### src/rtl/multicycle_controller_pkg.sv
// rtl/multicycle_controller_pkg.sv - states, opcodes and select encodings for the multi-cycle controller.
// MC_JAL_EN adds the JAL state to the state enum.
package multicycle_controller_pkg;

  typedef enum logic [3:0] {
    S_FETCH,
    S_DECODE,
    S_MEMADR,
    S_MEMREAD,
    S_MEMWB,
    S_MEMWRITE,
    S_EXECR,
    S_EXECI,
    S_ALUWB,
`ifdef MC_JAL_EN
    S_BRANCH,
    S_JAL
`else
    S_BRANCH
`endif
  } state_e;

  localparam logic [6:0] OP_LOAD   = 7'b0000011;
  localparam logic [6:0] OP_STORE  = 7'b0100011;
  localparam logic [6:0] OP_RTYPE  = 7'b0110011;
  localparam logic [6:0] OP_ITYPE  = 7'b0010011;
  localparam logic [6:0] OP_BRANCH = 7'b1100011;
  localparam logic [6:0] OP_JAL    = 7'b1101111;

  localparam logic [2:0] ALU_ADD = 3'b000;
  localparam logic [2:0] ALU_SUB = 3'b010;
  localparam logic [2:0] ALU_SLL = 3'b001;
  localparam logic [2:0] ALU_XOR = 3'b100;
  localparam logic [2:0] ALU_SRL = 3'b101;
  localparam logic [2:0] ALU_OR  = 3'b110;
  localparam logic [2:0] ALU_AND = 3'b111;

  localparam logic [1:0] ALUOP_ADD   = 2'b00;
  localparam logic [1:0] ALUOP_SUB   = 2'b01;
  localparam logic [1:0] ALUOP_FUNCT = 2'b10;

  localparam logic [1:0] RES_ALUOUT    = 2'b00;
  localparam logic [1:0] RES_DATA      = 2'b01;
  localparam logic [1:0] RES_ALURESULT = 2'b10;

  localparam logic [1:0] SRCA_PC    = 2'b00;
  localparam logic [1:0] SRCA_OLDPC = 2'b01;
  localparam logic [1:0] SRCA_RS1   = 2'b10;

  localparam logic [1:0] SRCB_RS2  = 2'b00;
  localparam logic [1:0] SRCB_IMM  = 2'b01;
  localparam logic [1:0] SRCB_FOUR = 2'b10;

  localparam logic [1:0] IMM_I = 2'b00;
  localparam logic [1:0] IMM_S = 2'b01;
  localparam logic [1:0] IMM_B = 2'b10;
  localparam logic [1:0] IMM_J = 2'b11;

  // ImmSrc is decoded from op alone, independent of state and of MC_JAL_EN.
  function automatic logic [1:0] imm_src_of(input logic [6:0] op);
    case (op)
      OP_STORE:  return IMM_S;
      OP_BRANCH: return IMM_B;
      OP_JAL:    return IMM_J;
      default:   return IMM_I;
    endcase
  endfunction

endpackage

### src/rtl/multicycle_controller_if.sv
// rtl/multicycle_controller_if.sv - controller <-> datapath signal bundle.
// master = controller (drives selects/enables), slave = datapath.
interface multicycle_controller_if;
  logic [6:0] op;
  logic [2:0] funct3;
  logic       funct7b5;
  logic       Zero;
  logic       Sign;
  logic       mem_ready;
  logic       PCWrite;
  logic       AdrSrc;
  logic       IRWrite;
  logic       MemWrite;
  logic       RegWrite;
  logic [1:0] ResultSrc;
  logic [1:0] ALUSrcA;
  logic [1:0] ALUSrcB;
  logic [1:0] ImmSrc;
  logic [2:0] ALUControl;
  logic       illegal;

  modport master (
    input  op, funct3, funct7b5, Zero, Sign, mem_ready,
    output PCWrite, AdrSrc, IRWrite, MemWrite, RegWrite, ResultSrc,
           ALUSrcA, ALUSrcB, ImmSrc, ALUControl, illegal
  );

  modport slave (
    output op, funct3, funct7b5, Zero, Sign, mem_ready,
    input  PCWrite, AdrSrc, IRWrite, MemWrite, RegWrite, ResultSrc,
           ALUSrcA, ALUSrcB, ImmSrc, ALUControl, illegal
  );
endinterface

### src/rtl/multicycle_controller_alu_decoder.sv
// rtl/multicycle_controller_alu_decoder.sv - combinational ALUOp/funct decode to ALUControl.
module alu_decoder
  import multicycle_controller_pkg::*;
(
  input  logic [1:0] alu_op,
  input  logic [2:0] funct3,
  input  logic       funct7b5,
  input  logic       op5,
  output logic [2:0] alu_control,
  output logic       alu_illegal
);

  always_comb begin
    alu_control = ALU_ADD;
    alu_illegal = 1'b0;
    case (alu_op)
      ALUOP_ADD: alu_control = ALU_ADD;
      ALUOP_SUB: alu_control = ALU_SUB;
      ALUOP_FUNCT: begin
        case (funct3)
          // Only R-type with funct7b5 subtracts; addi ignores instr[30].
          3'b000:  alu_control = (funct7b5 && op5) ? ALU_SUB : ALU_ADD;
          3'b001:  alu_control = ALU_SLL;
          3'b100:  alu_control = ALU_XOR;
          3'b101:  alu_control = ALU_SRL;
          3'b110:  alu_control = ALU_OR;
          3'b111:  alu_control = ALU_AND;
          default: alu_illegal = 1'b1;
        endcase
      end
      default: alu_control = ALU_ADD;
    endcase
  end

endmodule

### src/rtl/multicycle_controller.sv
// rtl/multicycle_controller.sv - Moore sequencer for the multi-cycle RV32I datapath.
// MC_JAL_EN enables the JAL state; without it opcode 1101111 is flagged illegal.
module multicycle_controller
  import multicycle_controller_pkg::*;
(
  input  logic                  clk,
  input  logic                  rst,
  multicycle_controller_if.master bus
);

  state_e     state_q, state_d;
  logic       pc_update, branch, adr_src, ir_write, mem_write, reg_write;
  logic [1:0] result_src, alu_src_a, alu_src_b, alu_op;
  logic       decode_illegal, exec_state;
  logic       taken, branch_bad;
  logic [2:0] alu_control;
  logic       alu_illegal;

  alu_decoder u_alu_decoder (
    .alu_op      (alu_op),
    .funct3      (bus.funct3),
    .funct7b5    (bus.funct7b5),
    .op5         (bus.op[5]),
    .alu_control (alu_control),
    .alu_illegal (alu_illegal)
  );

  always_ff @(posedge clk) begin
    if (rst) state_q <= S_FETCH;
    else     state_q <= state_d;
  end

  always_comb begin
    state_d        = state_q;
    pc_update      = 1'b0;
    branch         = 1'b0;
    adr_src        = 1'b0;
    ir_write       = 1'b0;
    mem_write      = 1'b0;
    reg_write      = 1'b0;
    result_src     = RES_ALUOUT;
    alu_src_a      = SRCA_PC;
    alu_src_b      = SRCB_RS2;
    alu_op         = ALUOP_ADD;
    decode_illegal = 1'b0;
    exec_state     = 1'b0;
    case (state_q)
      S_FETCH: begin
        alu_src_b  = SRCB_FOUR;
        result_src = RES_ALURESULT;
        if (bus.mem_ready) begin
          ir_write  = 1'b1;
          pc_update = 1'b1;
          state_d   = S_DECODE;
        end
      end
      S_DECODE: begin
        // OldPC + imm lands in ALUOut for a later branch or jump.
        alu_src_a = SRCA_OLDPC;
        alu_src_b = SRCB_IMM;
        case (bus.op)
          OP_LOAD, OP_STORE: state_d = S_MEMADR;
          OP_RTYPE:          state_d = S_EXECR;
          OP_ITYPE:          state_d = S_EXECI;
          OP_BRANCH:         state_d = S_BRANCH;
`ifdef MC_JAL_EN
          OP_JAL:            state_d = S_JAL;
`endif
          default: begin
            state_d        = S_FETCH;
            decode_illegal = 1'b1;
          end
        endcase
      end
      S_MEMADR: begin
        alu_src_a = SRCA_RS1;
        alu_src_b = SRCB_IMM;
        state_d   = (bus.op == OP_STORE) ? S_MEMWRITE : S_MEMREAD;
      end
      S_MEMREAD: begin
        adr_src = 1'b1;
        if (bus.mem_ready) state_d = S_MEMWB;
      end
      S_MEMWB: begin
        result_src = RES_DATA;
        reg_write  = 1'b1;
        state_d    = S_FETCH;
      end
      S_MEMWRITE: begin
        adr_src   = 1'b1;
        mem_write = 1'b1;
        if (bus.mem_ready) state_d = S_FETCH;
      end
      S_EXECR: begin
        alu_src_a  = SRCA_RS1;
        alu_src_b  = SRCB_RS2;
        alu_op     = ALUOP_FUNCT;
        exec_state = 1'b1;
        state_d    = S_ALUWB;
      end
      S_EXECI: begin
        alu_src_a  = SRCA_RS1;
        alu_src_b  = SRCB_IMM;
        alu_op     = ALUOP_FUNCT;
        exec_state = 1'b1;
        state_d    = S_ALUWB;
      end
      S_ALUWB: begin
        result_src = RES_ALUOUT;
        reg_write  = 1'b1;
        state_d    = S_FETCH;
      end
      S_BRANCH: begin
        alu_src_a  = SRCA_RS1;
        alu_src_b  = SRCB_RS2;
        alu_op     = ALUOP_SUB;
        result_src = RES_ALUOUT;
        branch     = 1'b1;
        state_d    = S_FETCH;
      end
`ifdef MC_JAL_EN
      S_JAL: begin
        alu_src_a  = SRCA_OLDPC;
        alu_src_b  = SRCB_FOUR;
        result_src = RES_ALUOUT;
        pc_update  = 1'b1;
        state_d    = S_ALUWB;
      end
`endif
      default: state_d = S_FETCH;
    endcase
  end

  always_comb begin
    taken      = 1'b0;
    branch_bad = 1'b0;
    case (bus.funct3)
      3'b000:  taken = bus.Zero;
      3'b001:  taken = ~bus.Zero;
      3'b100:  taken = bus.Sign;
      default: branch_bad = 1'b1;
    endcase
  end

  // Reset forces every output low so no write escapes an abandoned instruction.
  assign bus.PCWrite    = ~rst & (pc_update | (branch & taken));
  assign bus.AdrSrc     = ~rst & adr_src;
  assign bus.IRWrite    = ~rst & ir_write;
  assign bus.MemWrite   = ~rst & mem_write;
  assign bus.RegWrite   = ~rst & reg_write;
  assign bus.ResultSrc  = rst ? 2'b00 : result_src;
  assign bus.ALUSrcA    = rst ? 2'b00 : alu_src_a;
  assign bus.ALUSrcB    = rst ? 2'b00 : alu_src_b;
  assign bus.ImmSrc     = rst ? 2'b00 : imm_src_of(bus.op);
  assign bus.ALUControl = rst ? 3'b000 : alu_control;
  assign bus.illegal    = ~rst & (decode_illegal | (exec_state & alu_illegal) | (branch & branch_bad));

endmodule

### src/flat_wrapper.sv
// flat-port wrapper written by rule: the top's interface ports become plain ports
module multicycle_controller_flat import multicycle_controller_pkg::*;
  (clk, rst, bus_op, bus_funct3, bus_funct7b5, bus_Zero, bus_Sign, bus_mem_ready, bus_PCWrite, bus_AdrSrc, bus_IRWrite, bus_MemWrite, bus_RegWrite, bus_ResultSrc, bus_ALUSrcA, bus_ALUSrcB, bus_ImmSrc, bus_ALUControl, bus_illegal);
  multicycle_controller_if bus_i ();
  input  logic clk;
  input  logic rst;
  input wire logic [$bits(bus_i.op)-1:0] bus_op;
  input wire logic [$bits(bus_i.funct3)-1:0] bus_funct3;
  input wire logic [$bits(bus_i.funct7b5)-1:0] bus_funct7b5;
  input wire logic [$bits(bus_i.Zero)-1:0] bus_Zero;
  input wire logic [$bits(bus_i.Sign)-1:0] bus_Sign;
  input wire logic [$bits(bus_i.mem_ready)-1:0] bus_mem_ready;
  output wire logic [$bits(bus_i.PCWrite)-1:0] bus_PCWrite;
  output wire logic [$bits(bus_i.AdrSrc)-1:0] bus_AdrSrc;
  output wire logic [$bits(bus_i.IRWrite)-1:0] bus_IRWrite;
  output wire logic [$bits(bus_i.MemWrite)-1:0] bus_MemWrite;
  output wire logic [$bits(bus_i.RegWrite)-1:0] bus_RegWrite;
  output wire logic [$bits(bus_i.ResultSrc)-1:0] bus_ResultSrc;
  output wire logic [$bits(bus_i.ALUSrcA)-1:0] bus_ALUSrcA;
  output wire logic [$bits(bus_i.ALUSrcB)-1:0] bus_ALUSrcB;
  output wire logic [$bits(bus_i.ImmSrc)-1:0] bus_ImmSrc;
  output wire logic [$bits(bus_i.ALUControl)-1:0] bus_ALUControl;
  output wire logic [$bits(bus_i.illegal)-1:0] bus_illegal;
  assign bus_i.op = bus_op;
  assign bus_i.funct3 = bus_funct3;
  assign bus_i.funct7b5 = bus_funct7b5;
  assign bus_i.Zero = bus_Zero;
  assign bus_i.Sign = bus_Sign;
  assign bus_i.mem_ready = bus_mem_ready;
  assign bus_PCWrite = bus_i.PCWrite;
  assign bus_AdrSrc = bus_i.AdrSrc;
  assign bus_IRWrite = bus_i.IRWrite;
  assign bus_MemWrite = bus_i.MemWrite;
  assign bus_RegWrite = bus_i.RegWrite;
  assign bus_ResultSrc = bus_i.ResultSrc;
  assign bus_ALUSrcA = bus_i.ALUSrcA;
  assign bus_ALUSrcB = bus_i.ALUSrcB;
  assign bus_ImmSrc = bus_i.ImmSrc;
  assign bus_ALUControl = bus_i.ALUControl;
  assign bus_illegal = bus_i.illegal;
  multicycle_controller u_core (.clk(clk), .rst(rst), .bus(bus_i));
endmodule
### config.mk
export PLATFORM = sky130hd
export DESIGN_NAME = multicycle_controller_flat
export DESIGN_NICKNAME = d
export VERILOG_FILES = /design/src/rtl/multicycle_controller_pkg.sv /design/src/rtl/multicycle_controller_if.sv /design/src/rtl/multicycle_controller_alu_decoder.sv /design/src/rtl/multicycle_controller.sv /design/src/flat_wrapper.sv
export SDC_FILE = /design/constraint.sdc
export NUM_CORES = 1
export LEC_CHECK = 0
export ABC_AREA = 1
export CORE_MARGIN = 3
export CORE_UTILIZATION = 40
export CTS_BUF_LIST = sky130_fd_sc_hd__clkbuf_16
export CTS_CLUSTER_SIZE = 20
export DETAILED_ROUTE_END_ITERATION = 16
export DONT_BUFFER_PORTS = 1
export PLACE_DENSITY_LB_ADDON = 0.25
export SYNTH_ARGS = -nofsm -noshare
export SYNTH_HDL_FRONTEND = slang
export SYNTH_SLANG_ARGS = --single-unit
export TNS_END_PERCENT = 5
### constraint.sdc
create_clock -name clk -period 2 [get_ports clk]
set_input_delay 0.3 -clock clk [delete_from_list [all_inputs] [get_ports clk]]
set_output_delay 0.3 -clock clk [all_outputs]
set_load 0.05 [all_outputs]
Word-level counts from Yosys, hierarchy flattened:

Index checks and enable logic that the tools add are counted.

* word-level logic and storage cells: 85
* bits in registers: 4
* output and inout bits: 17
* input bits: 16

* muxes and demuxes: 32
* reduce and logical (&&, ||, !) cells: 13
* bitwise gates (word level): 14
* equality and inequality tests: 25

Operators by type and width (count)
* one-hot mux 4 bit (6 select lines): 1
* one-hot mux 3 bit (6 select lines): 1
* == test 4 x 3 -> 1 bit, second input constant: 4
* one-hot mux 2 bit (2 select lines): 4
* one-hot mux 4 bit (4 select lines): 1
* == test 7 x 6 -> 1 bit, second input constant: 2
* == test 7 bit, second input constant: 2
* == test 3 bit, second input constant: 4
* two-way mux 1 bit: 12
* two-way mux 4 bit: 3
* two-way mux 2 bit: 5
* AND 1 bit: 9
* == test 4 x 2 -> 1 bit, second input constant: 2
* == test 4 bit, second input constant: 2
* OR reduction 2 bit: 4
* == test 7 x 2 -> 1 bit, second input constant: 1
* == test 7 x 5 -> 1 bit, second input constant: 1
* two-way mux 3 bit: 2
* inequality test 2 bit, second input constant: 3
* one-hot mux 2 bit (3 select lines): 1
* one-hot mux 3 bit (2 select lines): 1
* OR reduction 3 bit: 2
* OR reduction 6 bit: 1
* OR reduction 5 bit: 1
* other kinds (12): 15

Logic depth before layout (Yosys ltp):

Gate-level depths: netlist (run 1).

* word-level depth: 9
* depth in mapped cells: 10

By module:

Synthesis (run 1) repeated with hierarchy kept, for this count alone.

* cells, all modules: 121
* area total of the unflattened synthesis: 665.6 sq um

Modules (own cells, without submodules)
* multicycle_controller: instances 1, area each 560.5 sq um, seq. area each 80.1 sq um, cells each 102
* alu_decoder: instances 1, area each 105.1 sq um, seq. area each 0.0 sq um, cells each 19

Least setup slack after synthesis (run 1):

Ideal clock, no wire load.

* path kind: flip-flop to output port
* start point: reg u_core.state_q[1]
* end point: out bus_ALUControl[2]
* cell stages (with the launch flop): 6
* arrival: 2.612 ns
* path slack: -0.912 ns
* cell sequence: dfxtp_1 > inv_2 > nor2_2 > inv_1 > ha_1 > nor4_1

* word-level cells in the longest chain between the ends: 6
* elaborated cells between the ends (all ways): 9
* classes of those cells: 5 x eq/ne; 3 x mux; 1 x reduce/logical

Ends and longest elaborated chain
* start: declaration: RTL line multicycle_controller.sv:11 `state_e state_q, state_d;`
* start signal: assignment: RTL line multicycle_controller.sv:30 `else state_q <= state_d;`
* == test 4 x 3 -> 1 bit: RTL line multicycle_controller.sv:47 `case (state_q)`
* OR reduction 2 bit (no source line)
* one-hot mux 2 bit (2 select lines) *: RTL line multicycle_controller.sv:47
* == test 2 bit or == test 2 x 1 -> 1 bit (tied branches): RTL line multicycle_controller_alu_decoder.sv:16 `case (alu_op)`
* one-hot mux 3 bit (2 select lines) *: RTL line multicycle_controller_alu_decoder.sv:16
* two-way mux 3 bit *: RTL line multicycle_controller.sv:155 `assign bus.ALUControl = rst ? 3'b000 : alu_control;`
* end: declaration: RTL line flat_wrapper.sv:22 `output wire logic [$bits(bus_i.ALUControl)-1:0] bus_ALUControl;`

Mark *: on every way between the ends. The rest lies on a longest branch, timed or not.

Final worst setup path (run 1):

* start point: reg u_core.state_q[1]
* end point: out bus_ALUControl[1]

Same word-level chain as after synthesis.

==> results_dict.tcl, run 1 <==
set metrics [dict create \
    status "finished, violations left" \
    violations "setup timing" \
    critPathLaunch "u_core.state_q[1]" \
    fin_crit_ps 2080 \
    drv_slew 0 \
    reg2reg_to "u_core.state_q[1]" \
    wl_um 2280 \
    gr-total-overflow 0 \
    antenna_found_initial 0 \
    cts_max_level 1 \
    synth_seq_cells 4 \
    clkLatencyLatePin_ps 220 \
    grt_pass1_wl_um 3820 \
    grt_pass1_vias 876 \
    core_area_um2 1400 \
    holdCritStartpoint "rst" \
    nNetsFinal 156 \
    critPathKind "register to primary output" \
    netlist_top_cells_area "nand2_1 15%, inv_1 13%, dfxtp_1 12%" \
    synth_top_area_share_pct 14.6 \
    fin_skew_ps 0.512 \
    top_regs "u_core.state_q: 4 flops" \
    min_path_cells 1 \
    drc 0 \
    synth_edf_count 0 \
    start_util_pct 46.0 \
    clock.fmax_ghz 0.480 \
    die_w_um 46.1 \
    r2r_slack_ps 660 \
    vias_per_cell 5.77 \
    end_kind "primary output" \
    syn_area_um2 643 \
    hold_viol 0 \
    wl_per_cell_um 15.1 \
    gp_congestion 0.837 \
    grt_max_degree 15 \
    track_usage_pct 24.5 \
    avgSynthCellArea_um2 5.64 \
    p_total_uw 542 \
    hold_buffers 0 \
    tns_ps -110 \
    cts_tree "built" \
    synth_async_sr_flop_share_pct 0 \
    worstPathRequired_ps 1700 \
    r2r_start "u_core.state_q[3]" \
    crit_arrival_ps 1780 \
    pre_cts_ws_ps 53.1 \
    ys.flop_type "dfxtp_1" \
    via_count 871 \
    r2r_cells 8 \
    p_leak_uw 0.000482 \
    fin_crit_sh_pct 104 \
    hold_end "u_core.state_q[0]" \
    ys_types 27 \
    synthesis.instances 114 \
    peakVddDrop_mv 0.300 \
    drive_above_1_share_pct 37.5 \
    cts_sinks 4 \
    synth_area_leader_cell "nand2_1" \
    dieArea_um2 2120 \
    area_growth_pct 51.0 \
    cts_buffer_depth 2 \
    io_buffer_count 0 \
    startpoint_type "register" \
    rows 13 \
    numCtsBuffers 3 \
    p_per_area_nw_per_um2 559 \
    antenna_cells 0 \
    setup_viol 2 \
    synth_commonest_cells "25 x nand2_1, 22 x inv_1, 12 x nor2_1" \
    finalWorstSetupSlack_ps -81.5 \
    fin_hold_ws_ps 128 \
    drv_cap 0 \
    tightest_slew_ps 418 \
    rsz0062_at_grt "yes" \
    yosysWarnings 0 \
    die_y_um 46.1 \
    post-route-util_pct 69.4 \
    yosysMostFrequentCell "nand2_1" \
    dp_hpwl_um 1540 \
    drt_iter0_drc 29 \
    cts_root_buffer "clkbuf_16" \
    dr.pass1.iters 4 \
    syn_nets 132 \
    antenna_left 0 \
    slew_headroom_pct 72.1 \
    largest_reg_flops 4 \
    worst-path-max-fanout 4 \
    yosysSeqAreaShare_pct 12.5 \
    path_clk_slew_ps 30 \
    top_register "u_core.state_q" \
    ioPinCount 33 \
    hp-class "primary input to register" \
]
## area by class of cell
| cell class | instances | area, um^2 |
|---|---|---|
| clock buffer | 3 | 75.1 |
| fill | 131 | 428 |
| inverter | 25 | 96.3 |
| multi-input combinational | 83 | 503 |
| sequential | 4 | 87.6 |
| tap | 15 | 18.8 |
| timing repair buffer | 21 | 190 |
## metal layers
metal	global-route usage (%)	wire length, um	vias to the layer above
li1	-	-	416
met1	29.9	907	386
met2	40.9	1090	58
met3	3.91	223	11
met4	11.9	55	0
met5	0	0	-
## cell families (layout without fill, tap and decap cells)
family,count (synthesis),in the layout,share of synthesized area [%]
and+or+nand+nor,63,63,50.6
buffers and inverters,27,49,16.5
DFF,4,4,12.5
adders and majority gates,2,2,3.89
AOI/OAI and AO/OA,18,18,16.5
## worst max-delay path, cell delays in order (launching register included)
cell and delay, ps:
dfxtp_4 400, inv_2 80, nor2_2 130, buf_4 130
ha_2 180, inv_2 40, a21oi_1 130, a21oi_1 100
nor3_2 170, buf_6 190
## what timing repair did
action,CTS,global route
pin swaps,4,4
buffers inserted,3,0
gates resized for setup,10,4
hold endpoints to repair,0,0
endpoints found under the setup margin,4,5
## how the worst max path moves through the flow
stage          slack [ps]  depth (start not counted)           endpoint
6_report              -80                          9  bus_ALUControl[1]
5_1_grt              -130                          9  bus_ALUControl[1]
4_1_cts               -40                          6  bus_ALUControl[2]
3_5_place_dp           50                          6  bus_ALUControl[2]
3_3_place_gp          130                          6  bus_ALUControl[2]
2_1_floorplan         -80                          5  bus_ALUControl[1]
## through the flow
step           instances  area (um^2)
2_1_floorplan        114          669
3_5_place_dp         145          838
3_3_place_gp         145          838
6_report             151          971
4_1_cts              151          963
5_1_grt              151          971
## report_power, final
part | switching [uW] | internal, uW
logic | 99.3 | 40.1
clock network | 61.5 | 256
registers | 3.17 | 82.2
## placed cells by master, fill, tap and decap left out, types with 3 or more instances in the layout
master	Yosys	routed
nand4_1	4	4
nand3_1	8	8
nor2_4	3	3
inv_2	3	5
buf_4	1	17
clkbuf_16	0	3
inv_1	22	19
nand2_1	25	25
o21ai_0	3	3
nor2_1	12	11
dfxtp_2	0	3
a21oi_1	8	8
Power figures use the tool's default switching activity.
==> inputs of run 2 (changes only) <==
SLEW_MARGIN = 15   (was not set)
==> results of run 2 <==
Final layout, timing and power as in run 1 (identical DEF).
==> patch 1: new RTL, settings of run 2 <==
Make the reset (`rst`) asynchronous in one clocked block.
--- a/src/rtl/multicycle_controller.sv
+++ b/src/rtl/multicycle_controller.sv
@@ -26,5 +26,5 @@
   );
 
-  always_ff @(posedge clk) begin
+  always_ff @(posedge clk or posedge rst) begin
     if (rst) state_q <= S_FETCH;
     else     state_q <= state_d;
Behaviour: no difference found for any inputs over 10 cycles, from zero or initial values and one cycle with rst high; that may be too few to reach the edited logic, so the function may still have changed.
==> patch 1 against run 2 <==
The run still ends with negative setup slack left. Worst setup slack improved by 13 ps. Global-route usage fell by 2.5 points. Sequential cell count did not move. Synthesized cell count fell by 0.88%. Wire length fell by 6.2%. Synthesized area rose by 2.1%. Critical endpoint unchanged. Cell area rose by 7.5%. Register-to-register slack got worse by 30 ps. Final cell count rose by 4.0%. Count of clock-buffer cells in the layout did not move.
Power is not compared: it rests on default switching activity, and its combinational part moved more than twofold at a synthesized area within 25%.
==> patch 1: results (changes against run 2) <==
<table>
<tr><th>Metric</th><th>Value</th></tr>
<tr><th colspan="2">STA</th></tr>
<tr><td>Worst-case setup margin in the final layout</td><td>-68.3 ps (+13.2 ps)</td></tr>
<tr><td>Setup tns final</td><td>-68.3 ps (+41.9 ps)</td></tr>
<tr><td>Fin Clk Skew</td><td>1.22 ps (+0.705 ps)</td></tr>
<tr><td>Setup-failing EPs final</td><td>1 (-1)</td></tr>
<tr><th colspan="2">Critical path</th></tr>
<tr><td>Worst stage delay on the critical path</td><td>420 ps (+20 ps)</td></tr>
<tr><td>Crit-path leading delay family</td><td>flip-flops</td></tr>
<tr><td>Slowest stage cell on the critical path</td><td>sky130_fd_sc_hd__dfrtp_2</td></tr>
<tr><td>Maximum fanout along the worst path</td><td>3 (-1)</td></tr>
<tr><th colspan="2">Detailed routing</th></tr>
<tr><td>Violation count after the first detailed-routing iteration</td><td>32 (+10%)</td></tr>
<tr><td>Final WL</td><td>2140 um (-6.2%)</td></tr>
<tr><th colspan="2">Global route</th></tr>
<tr><td>Global routing met2 resource utilization</td><td>0.387 (-0.0220)</td></tr>
<tr><td>Met3 demand-to-capacity share in global routing</td><td>0.0430 (+0.00391)</td></tr>
<tr><td>Largest net degree at the start of global routing</td><td>9 (-6)</td></tr>
<tr><th colspan="2">Place</th></tr>
<tr><td>Placed insts</td><td>146 (+0.69%)</td></tr>
<tr><td>Place WS</td><td>84.0 ps (+30.8 ps)</td></tr>
<tr><td>Post-DP HPWL</td><td>1520 um (-1.6%)</td></tr>
<tr><th colspan="2">Synth</th></tr>
<tr><td>Post-synth cell types</td><td>25 (-7.4%)</td></tr>
<tr><td>Mapped Nets</td><td>131 (-0.76%)</td></tr>
<tr><td>Most used flip-flop cell after synthesis</td><td>sky130_fd_sc_hd__dfrtp_1</td></tr>
<tr><td>Ranking of synthesized cells by instance count</td><td>29 x sky130_fd_sc_hd__nand2_1, 16 x sky130_fd_sc_hd__inv_1, 14 x sky130_fd_sc_hd__nor2_1</td></tr>
<tr><td>Gate Count Post-Synth</td><td>113 (-0.88%)</td></tr>
<tr><th colspan="2">Outcome</th></tr>
<tr><td>Violations in the final reports</td><td>negative setup slack</td></tr>
<tr><td>Run status</td><td>finished with violations</td></tr>
<tr><th colspan="2">Die</th></tr>
<tr><td>Number of standard-cell rows in the floorplan</td><td>14 (+1)</td></tr>
<tr><th colspan="2">Final layout</th></tr>
<tr><td>Final standard cell count with taps included and fillers excluded</td><td>157 (+4.0%)</td></tr>
<tr><td>Share of layout cells above drive strength 1</td><td>0.404 (+0.0293)</td></tr>
<tr><td>FILL cells</td><td>126 (-3.8%)</td></tr>
</table>
-- patch 1: cell types whose count changed after synthesis, sizes merged, moves of 4 or more --
cell   change
dfrtp      +4
inv        -5
dfxtp      -4
nand2      +7
nand3      +4
-- patch 1: logic make-up after synthesis --
| group | Yosys count | synth area share |
|---|---|---|
| XOR/XNOR | 1 | 0.0133 |
| adder cells (fa/ha/maj) | 2 | 0.0381 |
| AO/OA/AOI/OAI | 14 | 0.126 |
| flip-flops | 4 | 0.152 |
| AND/OR/NAND/NOR | 71 | 0.535 |
| buffers and inverters | 21 | 0.135 |
-- patch 1: worst paths after layout --
| check | from | end | slack (ps) |
|---|---|---|---|
| max | u_core.state_q[2] | bus_ALUControl[1] | -70 |
| min | bus_mem_ready | u_core.state_q[1] | 210 |
| max reg2reg | u_core.state_q[3] | u_core.state_q[2] | 630 |
| min reg2reg | u_core.state_q[3] | u_core.state_q[2] | 660 |
| max in group asynchronous | rst | u_core.state_q[2] | 1230 |
| min in group asynchronous | rst | u_core.state_q[1] | 570 |
-- patch 1: cell type report --
| type | count | area [sq um] | area share |
|---|---|---|---|
| clock buffers | 3 | 75.1 | 0.0719 |
| inverters | 20 | 77.6 | 0.0743 |
| multi-input cells | 88 | 517 | 0.495 |
| flip-flops and latches | 4 | 103 | 0.0983 |
| well taps | 16 | 20.0 | 0.0192 |
| repair buffers | 26 | 251 | 0.241 |
-- patch 1: repair_timing --
item,CTS,global route
hold buffers,1,0
resized for setup,4,12
setup buffers,3,4
endpoints found under the hold margin,4,0
setup endpoints to repair,4,4
pin swaps,6,10
-- patch 1: through the flow --
stage | power [W] | area [sq um] | utilization | hold WS, ps
final | 0.00114 | 1040 | 0.685 | 208
after global routing | 0.00121 | 1040 | 0.685 | 205
after CTS | 0.00110 | 970 | 0.636 | 199
after detailed placement | 0.000768 | 853 | 0.560 | 149
after global placement | 0.000757 | 853 | 0.560 | 160
after floorplan | 0.000597 | 659 | - | 231
-- patch 1: power by group through the flow --
stage               combinational (W)  sequential [W]  clock [W]
global route                 0.000749        0.000127   0.000330
floorplan                    0.000468        0.000128          0
CTS                          0.000654        0.000122   0.000319
global placement             0.000635        0.000122          0
finish                       0.000696        0.000125   0.000320
detailed placement           0.000645        0.000123          0
-- patch 1: layer usage --
layer | wire length [um] | part of all wire | up-vias
li1 | - | - | 417
met2 | 1070 | 0.50 | 35
met3 | 134 | 0.063 | 8
met5 | 0 | 0 | -
met4 | 59 | 0.028 | 0
met1 | 870 | 0.41 | 368
==> patch 2: new RTL, config.mk and constraints of run 2 <==
Made on the original files. The option `MC_JAL_EN` is turned on by a define.
--- a/src/rtl/multicycle_controller_pkg.sv
+++ b/src/rtl/multicycle_controller_pkg.sv
@@ -1,4 +1,6 @@
 // rtl/multicycle_controller_pkg.sv - states, opcodes and select encodings for the multi-cycle controller.
 // MC_JAL_EN adds the JAL state to the state enum.
+`define MC_JAL_EN
+
 package multicycle_controller_pkg;
 
Formal check against the unedited RTL: not equivalent (Yosys sat finds a counterexample within 4 cycles, from zero or initial values and one cycle with rst high).
==> patch 2 against run 2 <==
The flow still finishes with violations (negative setup slack). Sequential power rose by 0.6%. Sequential cell count did not move. Power fell by 0.28%. Cell area rose by 14%. Global-route usage rose by 0.17 points. Worst setup slack improved by 49 ps. Maximum frequency rose by 2.4%. Hold slack improved by 10 ps. Wire length rose by 4.4%. Synthesized area fell by 4.7%.
==> patch 2: results (changes against run 2) <==
<table>
<tr><th>Metric</th><th>Value</th></tr>
<tr><th colspan="2">STA</th></tr>
<tr><td>Setup-failing EPs final</td><td>3 (+1)</td></tr>
<tr><td>Worst-case setup margin in the final layout</td><td>-32.3 ps (+49.2 ps)</td></tr>
<tr><th colspan="2">Detailed routing</th></tr>
<tr><td>Met2 wire length</td><td>1210 um (+10%)</td></tr>
<tr><td>Final routed wire length divided by cell count</td><td>14.1 um (-6.7%)</td></tr>
<tr><td>Met1 Routed Length</td><td>967 um (+6.6%)</td></tr>
<tr><td>Violation count after the first detailed-routing iteration</td><td>38 (+31%)</td></tr>
<tr><td>Met3 wire length</td><td>193 um (-13%)</td></tr>
<tr><th colspan="2">Outcome</th></tr>
<tr><td>Run status</td><td>finished with violations</td></tr>
<tr><td>Violations in the final reports</td><td>negative setup slack</td></tr>
<tr><th colspan="2">Synth</th></tr>
<tr><td>Mapped Nets</td><td>137 (+3.8%)</td></tr>
<tr><td>Leading cell types by total area after synthesis</td><td>sky130_fd_sc_hd__nand2_1 16%, sky130_fd_sc_hd__inv_1 14%, sky130_fd_sc_hd__dfxtp_1 13%</td></tr>
<tr><td>Post-synth cell types</td><td>20 (-26%)</td></tr>
<tr><th colspan="2">Place</th></tr>
<tr><td>Post-DP HPWL</td><td>1570 um (+1.7%)</td></tr>
<tr><td>Dpl cell area</td><td>898 sq um (+7.2%)</td></tr>
<tr><th colspan="2">Global route</th></tr>
<tr><td>Global router's overall resource usage</td><td>0.247 (+0.00169)</td></tr>
<tr><td>Global-route track usage on met1</td><td>0.301 (+0.00213)</td></tr>
<tr><td>Largest net degree at the start of global routing</td><td>17 (+2)</td></tr>
<tr><td>Wire length of the first global-routing pass</td><td>3740 um (-2.0%)</td></tr>
<tr><td>Global routing met2 resource utilization</td><td>0.421 (+0.0116)</td></tr>
<tr><td>Met3 demand-to-capacity share in global routing</td><td>0.0558 (+0.0167)</td></tr>
<tr><td>Number of global-route vias before repair</td><td>915 (+4.5%)</td></tr>
<tr><th colspan="2">Pwr</th></tr>
<tr><td>Leakage power</td><td>0.551 nW (+14%)</td></tr>
<tr><th colspan="2">Critical path</th></tr>
<tr><td>Signal arrival time at the worst endpoint</td><td>1730 ps (-50 ps)</td></tr>
<tr><td>Maximum fanout along the worst path</td><td>3 (-1)</td></tr>
<tr><td>Crit-path leading delay family</td><td>simple AND/OR/NAND/NOR gates</td></tr>
<tr><td>Worst stage delay on the critical path</td><td>330 ps (-70 ps)</td></tr>
<tr><th colspan="2">Final layout</th></tr>
<tr><td>Nets</td><td>174 (+12%)</td></tr>
</table>
patch 2: metrics by stage:
| step | std cells | power, W | hold WS [ps] | util |
|---|---|---|---|---|
| finish | 169 | 0.000541 | 138 | 0.810 |
| CTS | 170 | 0.000538 | 135 | 0.795 |
| floorplan | 119 | 0.000184 | 369 | - |
| global placement | 158 | 0.000216 | 373 | 0.658 |
| global route | 169 | 0.000558 | 137 | 0.810 |
| detailed placement | 158 | 0.000219 | 375 | 0.658 |
patch 2: logic make-up (layout without fill, tap and decap cells):
logic type	Yosys count	in the layout	synth area share
flops	4	4	0.131
buf+inv	25	60	0.153
fa+ha+maj	2	2	0.0408
compound gates	16	16	0.143
simple gates	72	72	0.533
patch 2: area by class of cell:
| class | count | area, sq um | area share |
|---|---|---|---|
| inverter | 24 | 90.1 | 0.0814 |
| tap | 15 | 18.8 | 0.0170 |
| multi-input combinational | 90 | 536 | 0.484 |
| sequential | 4 | 85.1 | 0.0769 |
| clock buffer | 3 | 75.1 | 0.0679 |
| timing repair buffer | 33 | 302 | 0.273 |
patch 2: repair_timing:
item	4_1_cts	5_1_grt
resized for setup	15	8
buffers inserted	9	0
pin swaps	7	4
setup endpoints to repair	4	6
patch 2: worst paths after layout:
path	endpoint	slack (ps)	depth (start not counted)
max	bus_ALUControl[1]	-30	8
min	u_core.state_q[2]	140	1
max reg2reg	u_core.state_q[2]	620	9
min reg2reg	u_core.state_q[0]	650	3
patch 2: power by group:
part           internal (W)  leakage [nW]  total [W]  switching, W
Combinational     0.0000458         0.480   0.000144     0.0000978
Clock              0.000255        0.0370   0.000311     0.0000559
Sequential        0.0000837        0.0343  0.0000859    0.00000219
